--- src/rtl/ucode_sequencer.sv ---
// Microcode sequencer: fetches control words, executes jump/loop/DJNZ/halt locally
// and hands PIM words to the decoder via valid/ready. Optional: UCODE_SEQ_TRAP_EN.
module ucode_sequencer #(
    parameter int ADDR_W = 8
) (
    input  logic              clk,
    input  logic              rst,
    input  logic              start,
    input  logic [ADDR_W-1:0] start_addr,
    output logic              busy,
    output logic              done,
    output logic              trap,
    output logic              cm_rd_en,
    output logic [ADDR_W-1:0] cm_addr,
    input  logic [15:0]       cm_rdata,
    output logic [3:0]        CW_opcode,
    output logic              pim_en,
    output logic              pim_valid,
    input  logic              pim_ready
);

    typedef enum logic [2:0] {
        S_IDLE,
        S_FETCH,
        S_DECODE,
        S_ISSUE,
        S_DONE
    } state_e;

    typedef enum logic [3:0] {
        OP_NOP  = 4'd0,
        OP_JMP  = 4'd1,
        OP_LOOP = 4'd2,
        OP_DJNZ = 4'd3,
        OP_HALT = 4'd4
    } ctl_op_e;

    localparam logic [ADDR_W-1:0] PC_ONE  = 1;
    localparam logic [10:0]       CNT_ONE = 11'd1;

    state_e            state_q, state_d;
    logic [ADDR_W-1:0] pc_q, pc_d;
    logic [10:0]       cnt_q, cnt_d;
    logic [3:0]        op_q, op_d;
    logic [ADDR_W-1:0] target;
    logic [ADDR_W-1:0] pc_inc;
`ifdef UCODE_SEQ_TRAP_EN
    logic              trap_q, trap_d;
`endif

    assign target = cm_rdata[ADDR_W-1:0];
    assign pc_inc = pc_q + PC_ONE;

    always_ff @(posedge clk) begin
        if (rst) begin
            state_q <= S_IDLE;
            pc_q    <= '0;
            cnt_q   <= '0;
            op_q    <= '0;
`ifdef UCODE_SEQ_TRAP_EN
            trap_q  <= 1'b0;
`endif
        end else begin
            state_q <= state_d;
            pc_q    <= pc_d;
            cnt_q   <= cnt_d;
            op_q    <= op_d;
`ifdef UCODE_SEQ_TRAP_EN
            trap_q  <= trap_d;
`endif
        end
    end

    always_comb begin
        state_d = state_q;
        pc_d    = pc_q;
        cnt_d   = cnt_q;
        op_d    = op_q;
`ifdef UCODE_SEQ_TRAP_EN
        trap_d  = trap_q;
`endif
        case (state_q)
            S_IDLE: begin
                if (start) begin
                    state_d = S_FETCH;
                    pc_d    = start_addr;
                    cnt_d   = '0;
`ifdef UCODE_SEQ_TRAP_EN
                    trap_d  = 1'b0;
`endif
                end
            end
            S_FETCH: state_d = S_DECODE;
            S_DECODE: begin
                if (cm_rdata[15]) begin
                    op_d    = cm_rdata[14:11];
                    pc_d    = pc_inc;
                    state_d = S_ISSUE;
                end else begin
                    state_d = S_FETCH;
                    pc_d    = pc_inc;
                    case (cm_rdata[14:11])
                        OP_NOP:  ;
                        OP_JMP:  pc_d = target;
                        OP_LOOP: cnt_d = cm_rdata[10:0];
                        OP_DJNZ: begin
                            // Branch decision uses the decremented count, so cnt==1 falls through.
                            if (cnt_q != '0) begin
                                cnt_d = cnt_q - CNT_ONE;
                                if (cnt_q != CNT_ONE) pc_d = target;
                            end
                        end
                        OP_HALT: begin
                            state_d = S_DONE;
                            pc_d    = pc_q;
                        end
                        default: begin
`ifdef UCODE_SEQ_TRAP_EN
                            trap_d  = 1'b1;
                            state_d = S_DONE;
                            pc_d    = pc_q;
`endif
                        end
                    endcase
                end
            end
            S_ISSUE: if (pim_ready) state_d = S_FETCH;
            S_DONE:  state_d = S_IDLE;
            default: state_d = S_IDLE;
        endcase
    end

    always_comb begin
        busy      = (state_q == S_FETCH) || (state_q == S_DECODE) || (state_q == S_ISSUE);
        done      = (state_q == S_DONE);
        cm_rd_en  = (state_q == S_FETCH);
        cm_addr   = pc_q;
        pim_valid = (state_q == S_ISSUE);
        pim_en    = (state_q == S_ISSUE);
        CW_opcode = (state_q == S_ISSUE) ? op_q : 4'd0;
`ifdef UCODE_SEQ_TRAP_EN
        trap      = trap_q;
`else
        trap      = 1'b0;
`endif
    end

endmodule

--- config.mk ---
export PLATFORM = sky130hd
export DESIGN_NAME = ucode_sequencer
export DESIGN_NICKNAME = d
export VERILOG_FILES = /design/src/rtl/ucode_sequencer.sv
export SDC_FILE = /design/constraint.sdc
export NUM_CORES = 1
export LEC_CHECK = 0
export CAP_MARGIN = 20
export CORE_MARGIN = 2
export CORE_UTILIZATION = 44
export DETAILED_ROUTE_END_ITERATION = 16
export HOLD_SLACK_MARGIN = 0.03
export PLACE_DENSITY = 0.76
export REMOVE_ABC_BUFFERS = 1
export SLEW_MARGIN = 20
export SYNTH_ARGS = -nofsm -noshare
export SYNTH_HDL_FRONTEND = slang
export SYNTH_SLANG_ARGS = --single-unit
--- constraint.sdc ---
create_clock -name clk -period 1.75 [get_ports clk]
set_input_delay 0.35 -clock clk [delete_from_list [all_inputs] [get_ports clk]]
set_output_delay 0.35 -clock clk [all_outputs]
set_load 0.05 [all_outputs]
Word level (Yosys, flattened, before mapping)
Cells that the tools add are included.

$add $sub $neg: 2. Multiply operators: 0. Divide/modulo/power cells: 0. Order comparisons: 0. Eq/ne operators: 15. Shifts and indexed selects: 0. Multiplexer cells: 17. Bitwise logic cells: 0. Reduce and logical (&&, ||, !) cells: 9.

Operators with widths (count): case mux 11 bit (2 select lines) (2); two-way mux 11 bit (3); two-way mux 8 bit (4); case mux 8 bit (3 select lines) (1); case mux 8 bit (2 select lines) (1); two-way mux 3 bit (4); case mux 3 bit (4 select lines) (1); != test 11 x 1 -> 1 bit, second input constant (1); nonzero test 11 bit (1); subtractor 11 x 1 -> 11 bit, second input constant (1); adder 8 x 1 -> 8 bit, second input constant (1); equality test 4 x 2 -> 1 bit, second input constant (2); equality test 3 x 2 -> 1 bit, second input constant (2); != test 3 bit, second input constant (2); AND reduction 5 bit (1); equality test 4 x 1 -> 1 bit, second input constant (1); equality test 4 x 3 -> 1 bit, second input constant (1); two-way mux 4 bit (1); != test 2 bit, second input constant (2); AND reduction 2 bit (2); equality test 3 x 1 -> 1 bit, second input constant (1); equality test 3 bit, second input constant (1); logical NOT 3 bit (1); != test 3 x 1 -> 1 bit, second input constant (1); 4 further kinds (5).

Register bits after elaboration: 26. Latch bits: 0. RAM bits: 0. Bits in read-only memories: 0. Output and inout port bits: 18. Logic and storage cells: 47. Memories kept: 0.

Depth between registers and ports, before layout
Gate-level depths: netlist of run 1.

Depth in word-level cells: 6. Gate-level depth with buffers: 7. Gate-level depth less buffers: 7.

Worst setup path after synthesis of run 1
Ideal clock, no wire load.

Kind: flip-flop to output port. Start point: register state_q[1]. End point: output cm_rd_en. Data arrival time: 1596 ps. Setup slack: -196 ps. Cell stages (with the launch flop): 3. Cell sequence: dfxtp_1 -> buf_2 -> nor3b_1.

Word-level cells in the longest chain between the ends: 1.

Ends and longest elaborated chain: start: declaration (line 41) `state_e state_q, state_d;`; start signal: assignment (line 64) `state_q <= state_d;`; equality test 3 x 1 -> 1 bit (line 136) `cm_rd_en = (state_q == S_FETCH);`; end: declaration (line 13) `output logic cm_rd_en,`.

No other way between the ends.

Final worst setup path of run 1
Start point: register cnt_q[4]. End point: register cnt_q[6].

Word-level cells in the longest chain between the ends: 5.

Ends and longest elaborated chain: start: declaration (line 43) `logic [10:0] cnt_q, cnt_d;`; start signal: assignment (line 66) `cnt_q <= cnt_d;`; subtractor 11 x 1 -> 11 bit (line 109) `cnt_d = cnt_q - CNT_ONE;`; two-way mux 11 bit (line 108) `if (cnt_q != '0) begin`; case mux 11 bit (2 select lines) (line 102) `case (cm_rdata[14:11])`; two-way mux 11 bit (line 95) `if (cm_rdata[15]) begin`; case mux 11 bit (2 select lines) (line 82) `case (state_q)`.

Parallel ways exist; a longest one is shown, timed or not. The select of a mux whose other input is x is not followed. A chain may end at the register's enable or synchronous reset.

==> results of run 1 <==
-- sequential cells by signal (all words and copies together), names as in the netlist --
name	count
cm_addr	8
cnt_q	11
op_q	4
state_q	3
-- synth_stat cells, types with 2 or more instances --
master	number
nor2_1	29
dfxtp_1	26
nand2_1	17
a21oi_1	13
nand3_1	13
mux2i_1	12
o21ai_0	9
a211oi_1	6
and2_1	6
clkbuf_1	6
xor2_1	6
inv_1	5
xnor2_1	5
buf_2	4
ha_1	4
nor2b_1	4
nor3b_1	4
a22o_1	3
mux2_2	3
nand2b_1	3
nor3_1	3
nor4_1	3
o22ai_1	3
buf_4	2
nand3b_1	2
o2bb2ai_1	2
-- metal layers --
layer  track usage  vias up
li1              -      964
met1         0.297      954
met2         0.431       55
met3        0.0267       10
met4         0.110        0
met5             0        -
-- path summary, 6_finish.rpt --
path              endpoint         start
setup / recovery  cnt_q[6]      cnt_q[4]
hold / removal     op_q[3]  cm_rdata[14]
setup reg to reg  cnt_q[6]      cnt_q[4]
hold reg to reg    op_q[3]       op_q[3]
-- critical path, cell delays in order, from the launching register on --
cell,delay (ns)
dfxtp_2,0.35
nor4_4,0.39
and4b_2,0.34
o31ai_4,0.07
buf_6,0.15
buf_6,0.11
a22oi_2,0.15
o2bb2ai_2,0.08
-- through the flow --
stage | TNS (ns) | hold slack, ns | power (mW) | cell area (sq um) | std cells
floorplan | -2.72 | 0.419 | 0.961 | 1720 | 208
global placement | -3.81 | 0.438 | 1.22 | 2630 | 344
detailed placement | -4.70 | 0.443 | 1.23 | 2630 | 344
CTS | 0 | 0.456 | 1.76 | 2770 | 352
global route | -0.431 | 0.449 | 1.87 | 2900 | 354
finish | -0.0120 | 0.434 | 1.79 | 2900 | 354
-- power by group through the flow --
stage	combinational [mW]	clock [mW]	sequential, mW
final	0.630	0.505	0.657
after global routing	0.672	0.536	0.660
after CTS	0.588	0.514	0.654
after detailed placement	0.567	0	0.667
after global placement	0.559	0	0.664
after floorplan	0.233	0	0.728
-- area by class of cell --
type                    instances  area (sq um)
flip-flops and latches         26           533
clock inverters                 1          30.0
inverters                       5          18.8
fillers                       268          1040
well taps                      50          62.6
repair buffers                 92           907
multi-input cells             177          1310
clock buffers                   3          41.3
-- logic make-up (layout without fill, tap and decap cells) --
group,after synthesis,in the layout,synth area share
and+or+nand+nor,98,98,0.304
AOI/OAI and AO/OA,48,48,0.189
DFF,26,26,0.292
buffers and inverters,18,101,0.0448
muxes,15,15,0.0862
xor gates and xnor gates,11,11,0.0540
adders and majority gates,4,4,0.0280
other,1,1,0.00210
-- what timing repair did --
action | in CTS | in global routing
endpoints found under the hold margin | 0 | 0
hold buffers | 0 | 0
resized for setup | 15 | 37
setup endpoints to repair | 17 | 21
setup buffers | 4 | 2
pin swaps | 6 | 9
==> flow_summary.toml, run 1 <==
[global_route]
track_usage = 0.245
antenna_found_initial = 0
first_global_vias = 1843
grt_max_degree = 16
grt_first_pass_wirelength_microns = 8470
grt_overflow = 0

[cells_and_area]
nNetsFinal = 337
post-route-util = 0.736
drive_above_1_share = 0.372
insertedDiodeCount = 0
area_growth_pct = 62.6
final_cell_mix = "buf_4, nor2_1, clkdlybuf4s50_1"
final_common_cell = "buf_4"

[drt]
highest_layer = "met4"
via_per_inst = 5.60
wl_met1_microns = 2420
post_drt_wl_per_cell_microns = 16.0
wl_met3_microns = 236
drt-pass1-iter-count = 4
ant_nets = 0
dr_wl_met2_microns = 2900
drc = 0
wirelength_microns = 5670
first_iter_violations = 136
vias = 1983

[floorplan]
io_pins = 46
die_area_sq_um = 4580
initial_utilization = 0.453
core_area_sq_um = 3940
rows = 23
die_w_microns = 67.7
die_y_microns = 67.7

[clock_network]
root_buffer = "clkbuf_8"
cts_tree = "yes"
cts_max_level = 1
cts_buffer_depth = 2
numClockSinks = 26
cts_made_buffers = 3
clkLatencyLatePin_ns = 0.28
clkTransAtPathRegs_ns = 0.09

[synthesis]
synth_edf_count = 0
seq_area_frac_synth = 0.292
avgSynthCellArea_sq_um = 8.08
ys_seq_elements = 26
synth_warnings = 0
syn_area_sq_um = 1790
yosysTopAreaCell = "dfxtp_1"
yosysTopAreaCellShare = 0.292
synth.area.top_cells = "dfxtp_1, mux2i_1, nor2_1, a21oi_1, nand3_1"
synth.distinct_cells = 54
ys_async_sr_fraction = 0
synth-main-ff-cell = "dfxtp_1"
netlist_instances = 221

[pwr]
p_comb_frac = 0.352
p_sw_frac = 0.314
power.share.clock = 0.282
p_sw_mw = 0.563
ir_drop_uv = 390
power.internal_mw = 1.23
seq_power_share = 0.367
p_per_area_nw_per_um2 = 618
p_leak_nw = 1.23

[status]
failed_checks = "setup timing"
outcome = "finished with violations"

[sta]
worst_slack_ns = -0.0120
setup_viol_count_final = 1
final.period_utilization = 1.01
period_needed_ns = 1.76
fmax_mhz = 568
finalHoldViolations = 0
rsz0062_at_grt = "true"
fin_skew_ns = 0.00329
slew_viol_final = 0

[flow_run]
drv_cap = 0

[placement]
dpl.hpwl_microns = 3960
dp_worst_setup_slack_ns = -0.411
gp_congestion = 0.827
numPortBuffers = 44

[worst_setup_path]
crit_path_max_fanout = 7
cp-start-kind = "flip-flop"
crit_path_end_kind = "flip-flop"
regToRegSetupSlack_ns = -0.01
critPathRequiredTime_ns = 1.92
crit_arrival_ns = 1.93
rr_worst_depth = 7
crit_type = "reg -> reg"

[min_path]
hold_path_class = "in -> reg"
holdPathStages = 3
No activity file was read; power rests on OpenSTA's default activity.
==> inputs of run 2 (changes only) <==
ABC_AREA = 1   (was default)
CORE_ASPECT_RATIO = 1.75   (was default)
CORE_UTILIZATION = 45   (was 44)
PLACE_DENSITY = 0.77   (was 0.76)
==> flow_summary.toml, run 2 <==
[placement]
numPortBuffers = 44
place_area_sq_um = 2520
dp_cells = 392
dpl.hpwl_microns = 3710
gp_congestion = 0.823

[floorplan]
initial_utilization = 0.463
rows = 31
die_y_microns = 89.6
core_area_sq_um = 4070
die_area_sq_um = 4740
die_w_microns = 52.9
io_pins = 46

[worst_setup_path]
slowest_stage = "dfxtp_1"
max_stage_delay_ns = 0.34
cp-start-kind = "flip-flop"
crit_path_max_fanout = 6
critPathRequiredTime_ns = 1.40
crit_arrival_ns = 1.34
crit_path_end_kind = "primary output"
crit_type = "reg -> out"
crit_chain = "inv_1, nor3_2, inv_2, nor2_2, buf_12"

[synthesis]
seq_area_frac_synth = 0.276
synth-main-ff-cell = "dfxtp_1"
netlist_instances = 294
synth_edf_count = 0
yosysTopAreaCellShare = 0.276
ys_seq_elements = 26
ys_async_sr_fraction = 0
yosysMostFrequentCell = "nand2_1"
synth_warnings = 0
synth_common_cells = "nand2_1, nor2_1, inv_1, dfxtp_1, a21oi_1"
syn_area_sq_um = 1880
yosysTopAreaCell = "dfxtp_1"
synth.area.top_cells = "dfxtp_1, nand2_1, nor2_1, inv_1, a21oi_1"
synth.distinct_cells = 35
avgSynthCellArea_sq_um = 6.41

[cells_and_area]
layout.cells.non_filler = 399
area_growth_pct = 41.4
drive_above_1_share = 0.220
largest_reg_flops = 11
final_common_cell = "nand2_1"
regMostFlops = "cnt_q"
final_cell_mix = "nand2_1, nor2_1, inv_1"
insertedDiodeCount = 0
post-route-util = 0.654
final_cell_area_sq_um = 2670
nNetsFinal = 383
fill_cells = 366

[status]
outcome = "completed"

[sta]
tns_ns = 0
period_needed_ns = 1.69
setup_viol_count_final = 0
final.period_utilization = 0.967
fmax_mhz = 591
slew_viol_final = 0
fin_skew_ns = 0.00566
finalHoldViolations = 0

[clock_network]
cts_tree = "yes"
clkLatencyLatePin_ns = 0.28
hold_buffers = 0
cts_max_level = 1
numClockSinks = 26
cts_made_buffers = 3
cts_buffer_depth = 2
clkTransAtPathRegs_ns = 0.09
root_buffer = "clkbuf_8"

[drt]
drt-pass1-iter-count = 4
vias = 2043
wirelength_microns = 5130
drc = 0
first_iter_violations = 67
ant_nets = 0
via_per_inst = 5.12
post_drt_wl_per_cell_microns = 12.8

[global_route]
antenna_found_initial = 0
track_usage = 0.230
first_global_vias = 1913
grt_overflow = 0
grt_max_degree = 23
grt_first_pass_wirelength_microns = 8320

[pwr]
p_per_area_nw_per_um2 = 747
ir_drop_uv = 571
p_leak_nw = 1.14
power_mw = 1.99

[flow_run]
drv_cap = 0

[min_path]
hold_path_class = "reg -> reg"
-- run 2: cell types whose count changed in the layout (fill, tap and decap cells not counted), sizes merged, moves of 14 or more --
cell	before	now
inv	5	37
a21oi	13	27
nor2	30	49
buf	65	36
nand2	17	60
o21ai	9	23
-- run 2: report_power, final --
group | leakage, nW | internal (mW) | total, mW | switching [mW]
Clock | 0.0357 | 0.307 | 0.518 | 0.211
Combinational | 0.896 | 0.316 | 0.779 | 0.463
Sequential | 0.213 | 0.641 | 0.695 | 0.0538
-- run 2: cells by family (layout without fill, tap and decap cells) --
kind of cell	Yosys count	after routing	synth area share
adder cells (fa/ha/maj)	4	4	0.0266
AND/OR/NAND/NOR	149	149	0.377
other	1	1	0.00199
flip-flops	26	26	0.276
AO/OA/AOI/OAI	57	58	0.167
buffers and inverters	49	104	0.114
XOR/XNOR	8	8	0.0372
-- run 2: what timing repair did --
| item | 4_1_cts | 5_1_grt |
|---|---|---|
| endpoints found under the hold margin | 0 | 0 |
| gates cloned | 0 | 1 |
| setup endpoints to repair | 4 | 18 |
| pin swaps | 0 | 3 |
| buffers inserted | 0 | 2 |
| gates resized for setup | 6 | 11 |
-- run 2: cell type report --
cell class | count | area (sq um) | share of cell area
well taps | 49 | 61.3 | 0.0230
clock inverters | 1 | 30.0 | 0.0113
repair buffers | 63 | 671 | 0.252
inverters | 37 | 139 | 0.0521
flip-flops and latches | 26 | 522 | 0.196
clock buffers | 3 | 41.3 | 0.0155
multi-input cells | 220 | 1200 | 0.451
-- run 2: worst paths after layout --
check              from            to  slack [ns]  cells after the start
max reg2reg    cnt_q[0]    cm_addr[3]        0.17                     11
min             op_q[0]       op_q[0]        0.48                      2
max          state_q[1]  CW_opcode[2]        0.06                      5
min reg2reg     op_q[0]       op_q[0]        0.48                      2
-- run 2: critical path: cells and delay by family, from the launching register on --
kind / cells / cell delay (ns)
buffers and inverters: 3 / 0.36
flip-flops: 1 / 0.34
AND/OR/NAND/NOR: 2 / 0.37
-- run 2: metal layers --
metal  up-vias  share of wire  global-route usage
met5         -              0                   0
met4         0          0.034              0.0932
met3        17          0.034              0.0232
met2        55           0.55               0.415
met1       915           0.39               0.273
li1       1056              -                   -
-- run 2: metrics by stage --
step           worst slack [ns]  hold WS (ns)
2_1_floorplan             -2.48         0.412
3_3_place_gp             -0.157         0.445
3_5_place_dp             -0.171         0.448
4_1_cts                 0.00729         0.481
5_1_grt                -0.00646         0.495
6_report                 0.0577         0.479
==> inputs of run 3 (changes only) <==
GPL_ROUTABILITY_DRIVEN = 0   (was default)
==> results of run 3 <==
The final DEF is identical to that of run 2; final timing and power are the same.
